File: config.mk
export PLATFORM = sky130hd
export DESIGN_NAME = mmio_arbiter
export DESIGN_NICKNAME = d
export VERILOG_FILES = /design/src/rtl/mmio_arbiter.sv
export SDC_FILE = /design/constraint.sdc
export NUM_CORES = 1
export LEC_CHECK = 0
export ABC_AREA = 1
export ABC_CLOCK_PERIOD_IN_PS = 4300
export BUFFER_PORTS_ARGS = -buffer_cell sky130_fd_sc_hd__buf_2
export CORE_AREA = 8 8 69 71
export DETAILED_ROUTE_END_ITERATION = 8
export DIE_AREA = 0 0 77 79
export GPL_TIMING_DRIVEN = 0
export PLACE_DENSITY_LB_ADDON = 0.08
export SLEW_MARGIN = 10
export SYNTH_ARGS = -nofsm -noshare
export SYNTH_HDL_FRONTEND = slang
export SYNTH_SLANG_ARGS = --single-unit
File: constraint.sdc
create_clock -name clk -period 4.3 [get_ports clk]
set_input_delay 1.29 -clock clk [delete_from_list [all_inputs] [get_ports clk]]
set_output_delay 1.29 -clock clk [all_outputs]
set_load 0.02 [all_outputs]
File: src/rtl/mmio_arbiter.sv
// mmio_arbiter: round-robin sharing of the MMIO controller bus with even/odd pair-write locking,
// lock timeout and out-of-range rejection.
module mmio_arbiter #(
  parameter int REQ_COUNT     = 2,
  parameter int PORT_EXPONENT = 3,
  parameter int LOCK_TIMEOUT  = 16
) (
  input  logic                    clk,
  input  logic                    rst_n,
  input  logic [REQ_COUNT-1:0]    req_valid,
  input  logic [REQ_COUNT-1:0]    req_write,
  input  logic [REQ_COUNT*16-1:0] req_addr,
  input  logic [REQ_COUNT*16-1:0] req_wdata,
  output logic [REQ_COUNT-1:0]    req_gnt,
  output logic [REQ_COUNT-1:0]    rsp_valid,
  output logic [REQ_COUNT-1:0]    rsp_err,
  output logic [15:0]             rsp_rdata,
  output logic                    mmio_read,
  output logic                    mmio_write,
  output logic [15:0]             mmio_addr,
  output logic [15:0]             mmio_d_in,
  input  logic [15:0]             mmio_d_out,
  output logic                    lock_active,
  output logic                    lock_timeout
);
  localparam int IW = REQ_COUNT > 1 ? $clog2(REQ_COUNT) : 1;
  localparam int CW = $clog2(LOCK_TIMEOUT + 1);
  localparam logic [16:0] LIMIT = 17'(2 ** (PORT_EXPONENT + 1));
  typedef enum logic {IDLE, LOCKED} state_t;
  state_t state, state_nx;
  logic [IW-1:0] rr, owner, sel;
  logic [CW-1:0] cnt;
  logic any, in_range, sel_write, rd_pend;
  logic [15:0] sel_addr, sel_wdata;
  // While locked only the owner may be granted; otherwise scan from the rr pointer.
  always_comb begin
    any = 1'b0;
    sel = '0;
    if (state == LOCKED) begin
      any = req_valid[owner];
      sel = owner;
    end else
      for (int k = 0; k < REQ_COUNT; k++)
        if (!any && req_valid[(int'(rr) + k) % REQ_COUNT]) begin
          any = 1'b1;
          sel = IW'((int'(rr) + k) % REQ_COUNT);
        end
  end
  assign sel_addr    = req_addr[16*int'(sel) +: 16];
  assign sel_wdata   = req_wdata[16*int'(sel) +: 16];
  assign sel_write   = req_write[sel];
  assign in_range    = {1'b0, sel_addr} < LIMIT;
  assign req_gnt     = any ? REQ_COUNT'(1) << sel : '0;
  assign mmio_read   = any && !sel_write && in_range;
  assign mmio_write  = any && sel_write && in_range;
  assign mmio_addr   = any ? sel_addr : '0;
  assign mmio_d_in   = any ? sel_wdata : '0;
  assign lock_active = state == LOCKED;
  assign rsp_rdata   = rd_pend ? mmio_d_out : '0;
  always_comb begin
    state_nx     = state;
    lock_timeout = 1'b0;
    if (state == IDLE)
      state_nx = mmio_write && !sel_addr[0] ? LOCKED : IDLE;
    else if (mmio_write && sel_addr[0])
      state_nx = IDLE;
    else if (!any && cnt == CW'(1)) begin
      state_nx     = IDLE;
      lock_timeout = 1'b1;
    end
  end
  always_ff @(posedge clk or negedge rst_n) begin
    if (!rst_n) begin
      state     <= IDLE;
      rr        <= '0;
      owner     <= '0;
      cnt       <= '0;
      rsp_valid <= '0;
      rsp_err   <= '0;
      rd_pend   <= 1'b0;
    end else begin
      state     <= state_nx;
      rsp_valid <= req_gnt;
      rsp_err   <= in_range ? '0 : req_gnt;
      rd_pend   <= mmio_read;
      if (any) rr <= sel == IW'(REQ_COUNT - 1) ? '0 : sel + IW'(1);
      if (state == IDLE && state_nx == LOCKED) owner <= sel;
      if (any) cnt <= CW'(LOCK_TIMEOUT);
      else if (state == LOCKED) cnt <= cnt - CW'(1);
    end
  end
endmodule

## Word-level counts from Yosys, hierarchy flattened

Cells that the tools add are included.

| storage, ports and cells | value |
|---|---|
| output and inout bits | 58 |
| bits in registers | 13 |

| cells by class | value |
|---|---|
| reductions and logical operators | 14 |
| shifts and indexed selects | 3 |
| eq/ne operators | 1 |
| add/subtract/negate cells | 3 |
| bitwise gates (word level) | 2 |
| multiplexer cells | 31 |
| magnitude comparators | 5 |

Operators with widths:

| operator | count |
|---|---|
| $shiftx A32 B6 Y16 | 2 |
| $mux W16 | 3 |
| $mux W1 | 24 |
| $lt A16 B5 Y1 const B | 1 |
| $mux W5 | 2 |
| $logic_and A1 B1 Y1 | 9 |
| $lt A1 B2 Y1 const B | 3 |
| $eq A5 B1 Y1 const B | 1 |
| $sub A5 B1 Y5 const B | 1 |
| $logic_not A1 Y1 | 4 |
| $mux W2 | 2 |
| $lt A2 B3 Y1 const B | 1 |
| $add A1 B1 Y1 const B | 2 |
| $reduce_bool A2 Y1 | 1 |
| $shl A1 B1 Y2 const A | 1 |
| $and A1 B1 Y1 const A | 1 |
| $not A1 Y1 | 1 |

## Longest topological paths before layout

| logic depth | value |
|---|---|
| depth in word-level cells | 16 |
| gate-level depth with buffers | 14 |

## Least setup slack after synthesis

No wires, ideal clock.

| timing | value |
|---|---|
| path kind | input to output |
| start point | input req_valid[1] |
| end point | output mmio_read |
| stages on the path | 13 |
| path slack | 481 ps |
| arrival | 2,529 ps |
| cell sequence | inv_1 > nor2_1 > nand2_2 > nand2_4 > buf_6 > nand2_1 > nand2_1 > nand2_1 > nor2_2 > nand2_1 > nor2_4 > nand2_1 > nor2_1 |

| between the ends | value |
|---|---|
| longest elaborated chain between the ends | 13 |

RTL lines:

| element | RTL line | text |
|---|---|---|
| from (decl) | 10 | `input logic [REQ_COUNT-1:0] req_valid,` |
| parallel branches: the longest is 12 deep, another holds $lt A16 B5 Y1 | -- |  |
| $logic_and A1 B1 Y1 (*) | 54 | `assign mmio_read = any && !sel_write && in_range;` |
| to (decl) | 18 | `output logic mmio_read,` |

Every way passes the cells marked *. The select of a mux whose other input is x is not followed.

## Final worst setup path

Ends and elaborated chain as after synthesis.

==> summary.txt <==
Global routing
  – Tot GR Track Use: 16.4%
  – Gr busiest metal: met2
  – GRT met2 Usage: between 20% and 30%
  – First-pass GRT wire length: ~8400 µm
  – Initial antenna violation count: 0
  – Met1 Usage GRT: about 18%
  – Met3 Use GR: under 10%
  – Pin count of the biggest net entering global routing: 14
  – Vias in the first global route: 1864
  – Grt ovf: 0

CTS
  – Root buffer cell: clkbuf_8
  – Clk_lat worst skew: ~0.25 ns
  – # H-tree levels: 1
  – CTS sink count: 13
  – Worst-path clk slew: 0.05 ns
  – Num CTS Buffers: 3
  – Clock Path Buffers: 2
  – TritonCTS clock tree: yes

Synth
  – Syn nets: 306
  – Cell Area, Synth: 0.00137 mm²
  – Area share of the largest cell type after synthesis: around a quarter
  – Syn avg cell area: about 6.3 µm²
  – Post-Synth Simple-Gate Area: roughly 40%
  – Ys async rst share: between 90% and 100%
  – Xor/xnor share of the synthesized area: 0%
  – Leading area contributor after synthesis: dfrtp_1
  – Synth top cells by count: nand2_1, inv_1, nor2_1
  – Post-synthesis adder-cell area fraction: under 10%
  – Synth Area in Compound Gates: about 16%
  – Synth warnings: 0
  – Count leader, synth: nand2_1
  – Mux share of post-synthesis cell area: less than 1%
  – Number of synthesized flops with an enable pin: 0
  – Ys flop type: dfrtp_1
  – Ranking of synthesized cells by area: dfrtp_1, nand2_1, a22o_1, inv_1, nor2_1
  – Synth Instances: roughly 220
  – Largest family of logic cells by synthesized area: simple AND/OR/NAND/NOR gates
  – Yosys cell types: 28
  – Yosys reg bits: 13
  – Sequential share of the synthesized area: 23.8%

Worst setup path
  – R2R cell count: 11
  – Critical Path Source Type: primary input
  – Required time worst endpoint: between 3 and 4 ns
  – Critical Path AT: 2.78 ns
  – Critical path peak fanout: 10
  – CP Class: primary input to primary output
  – CP endpoint kind: primary output

Min path
  – HP Class: flop to flop
  – Cell depth of the worst hold path: 1

Flow run
  – Max Cap Violations: 0

STA
  – Fmax: 0.246 GHz
  – Final-report max-slew violation count: 0
  – Final setup skew: 0.00423 ns
  – RSZ-0062 raised after global routing: false
  – Final Hold Fails: 0
  – Fin crit period: between 4 and 5 ns
  – Slack of the critical path: roughly 0.23 ns
  – Hold slack: between 0.5 and 0.6 ns
  – Final setup fails: 0
  – Relative slew slack: approximately 66%
  – Slew @ Worst Pin: roughly 0.5 ns
  – Total negative slack: 0 ns
  – Crit share post-route: about 95%

Finish
  – # fillers: roughly 420
  – Area growth, synth to finish: 60.7%
  – Non-filler cells in the finished layout: 415
  – Layout Nets: approximately 450
  – Diodes inserted: 0
  – Layout cells sized above 1: between 40% and 50%
  – Final Cell Area: 0.00219 mm²

Placed design
  – Hpwl dp: roughly 4600 µm
  – Post-Place Setup Slack: between 0.1 and 0.15 ns
  – Post-placement cell count: 411
  – Port Buffer Count: between 100 and 150
  – Final Wtd Congestion: about 0.78
  – Dpl cell area: between 0.002 and 0.0025 mm²

Drt
  – Remaining DRCs: 0
  – Initial DRT Pass Iterations: 4
  – Via count: approximately 1800
  – Drt wl/cell: between 10 and 15 µm
  – Drt first-iter violations: 80
  – Final ANT Viol Nets: 0
  – Drt via density: 4.39
  – WL final: 5300 µm

Run status
  – Outcome: finished, final reports clean

Pwr
  – PwrDens: about 210 mW/mm²
  – VDD IR max: around 110 µV
  – P_leak: approximately 1.5 nW

Die
  – Rows: 23
  – Die H: ~79 µm
  – Initial Util: a little over a third
  – Core ar.: around 0.0038 mm²
  – Die X: between 70 and 80 µm
  – DIE AREA: 0.00608 mm²
  – Ports: around 140
==> critical path: stages <==
cell and delay [ns]:
buf_2 0.11, inv_1 0.04, nor2_1 0.10, nand2_2 0.11, nand2_4 0.11, buf_6 0.14, nand2_1 0.05, nand2_1 0.07
nand2_1 0.07, nor2_2 0.10, nand2_1 0.09, nor2_4 0.11, nand2_1 0.09, nor2_2 0.13, buf_4 0.16
==> cells in the final DEF, fill, tap and decap left out, types with 4 or more instances in the layout <==
| cell type | Yosys | routed |
|---|---|---|
| nor2_1 | 23 | 22 |
| dfrtp_1 | 13 | 13 |
| nor3_1 | 4 | 4 |
| a22o_1 | 19 | 19 |
| buf_2 | 5 | 147 |
| nor2_2 | 4 | 5 |
| nand3b_1 | 11 | 11 |
| a21oi_1 | 4 | 4 |
| clkbuf_1 | 3 | 4 |
| nand3_1 | 8 | 8 |
| nand2_1 | 57 | 57 |
| inv_1 | 44 | 44 |
==> path summary, 6_finish.rpt <==
path,from,end,slack (ns)
max,req_valid[1],mmio_read,0.23
max reg2reg,lock_active,owner,2.51
max in group asynchronous,rst_n,rsp_valid[0],3.16
min reg2reg,cnt[4],cnt[4],0.50
min in group asynchronous,rst_n,cnt[0],0.92
min,cnt[4],cnt[4],0.50
==> state kept, by name, indices dropped and copies added, names as in the netlist <==
register     flops
rsp_valid        2
rsp_err          2
owner            1
cnt              5
rd_pend          1
lock_active      1
rr               1
==> area by class of cell <==
type	count	area (µm²)	area share (%)
timing repair buffer	143	718	32.7
buffer	10	55.1	2.51
multi-input combinational	149	815	37.1
sequential	13	325	14.8
tap	50	62.6	2.85
inverter	46	173	7.87
clock buffer	4	45.0	2.05
==> cell families after synthesis <==
| group | count (synthesis) |
|---|---|
| AO/OA/AOI/OAI | 29 |
| adder cells (fa/ha/maj) | 2 |
| buffers and inverters | 56 |
| flip-flops | 13 |
| multiplexers | 1 |
| AND/OR/NAND/NOR | 117 |
==> power by group <==
group	internal, mW	leakage (nW)	switching [mW]
Clock	0.0655	0.0228	0.0438
Combinational	0.0873	1.30	0.124
Sequential	0.128	0.166	0.00221
Total	0.281	1.49	0.170
==> timing repair <==
item	4_1_cts	5_1_grt
resized for setup	0	2
endpoints found under the setup margin	0	1
hold buffers	0	0
buffers inserted	0	0
==> per-layer routing <==
metal	wire, µm	part of all wire [%]	up-vias
met2	2610	49	71
met1	2170	41	769
met5	0	0	-
li1	-	-	976
met3	442	8.3	7
met4	82	1.5	0
==> stage by stage <==
| stage | util (%) | total power, mW |
|---|---|---|
| floorplan | - | 0.257 |
| global placement | 56.4 | 0.344 |
| detailed placement | 56.4 | 0.345 |
| CTS | 57.6 | 0.456 |
| global route | 57.7 | 0.483 |
| finish | 57.7 | 0.451 |
Note: power is estimated with default switching activity, not from simulation.
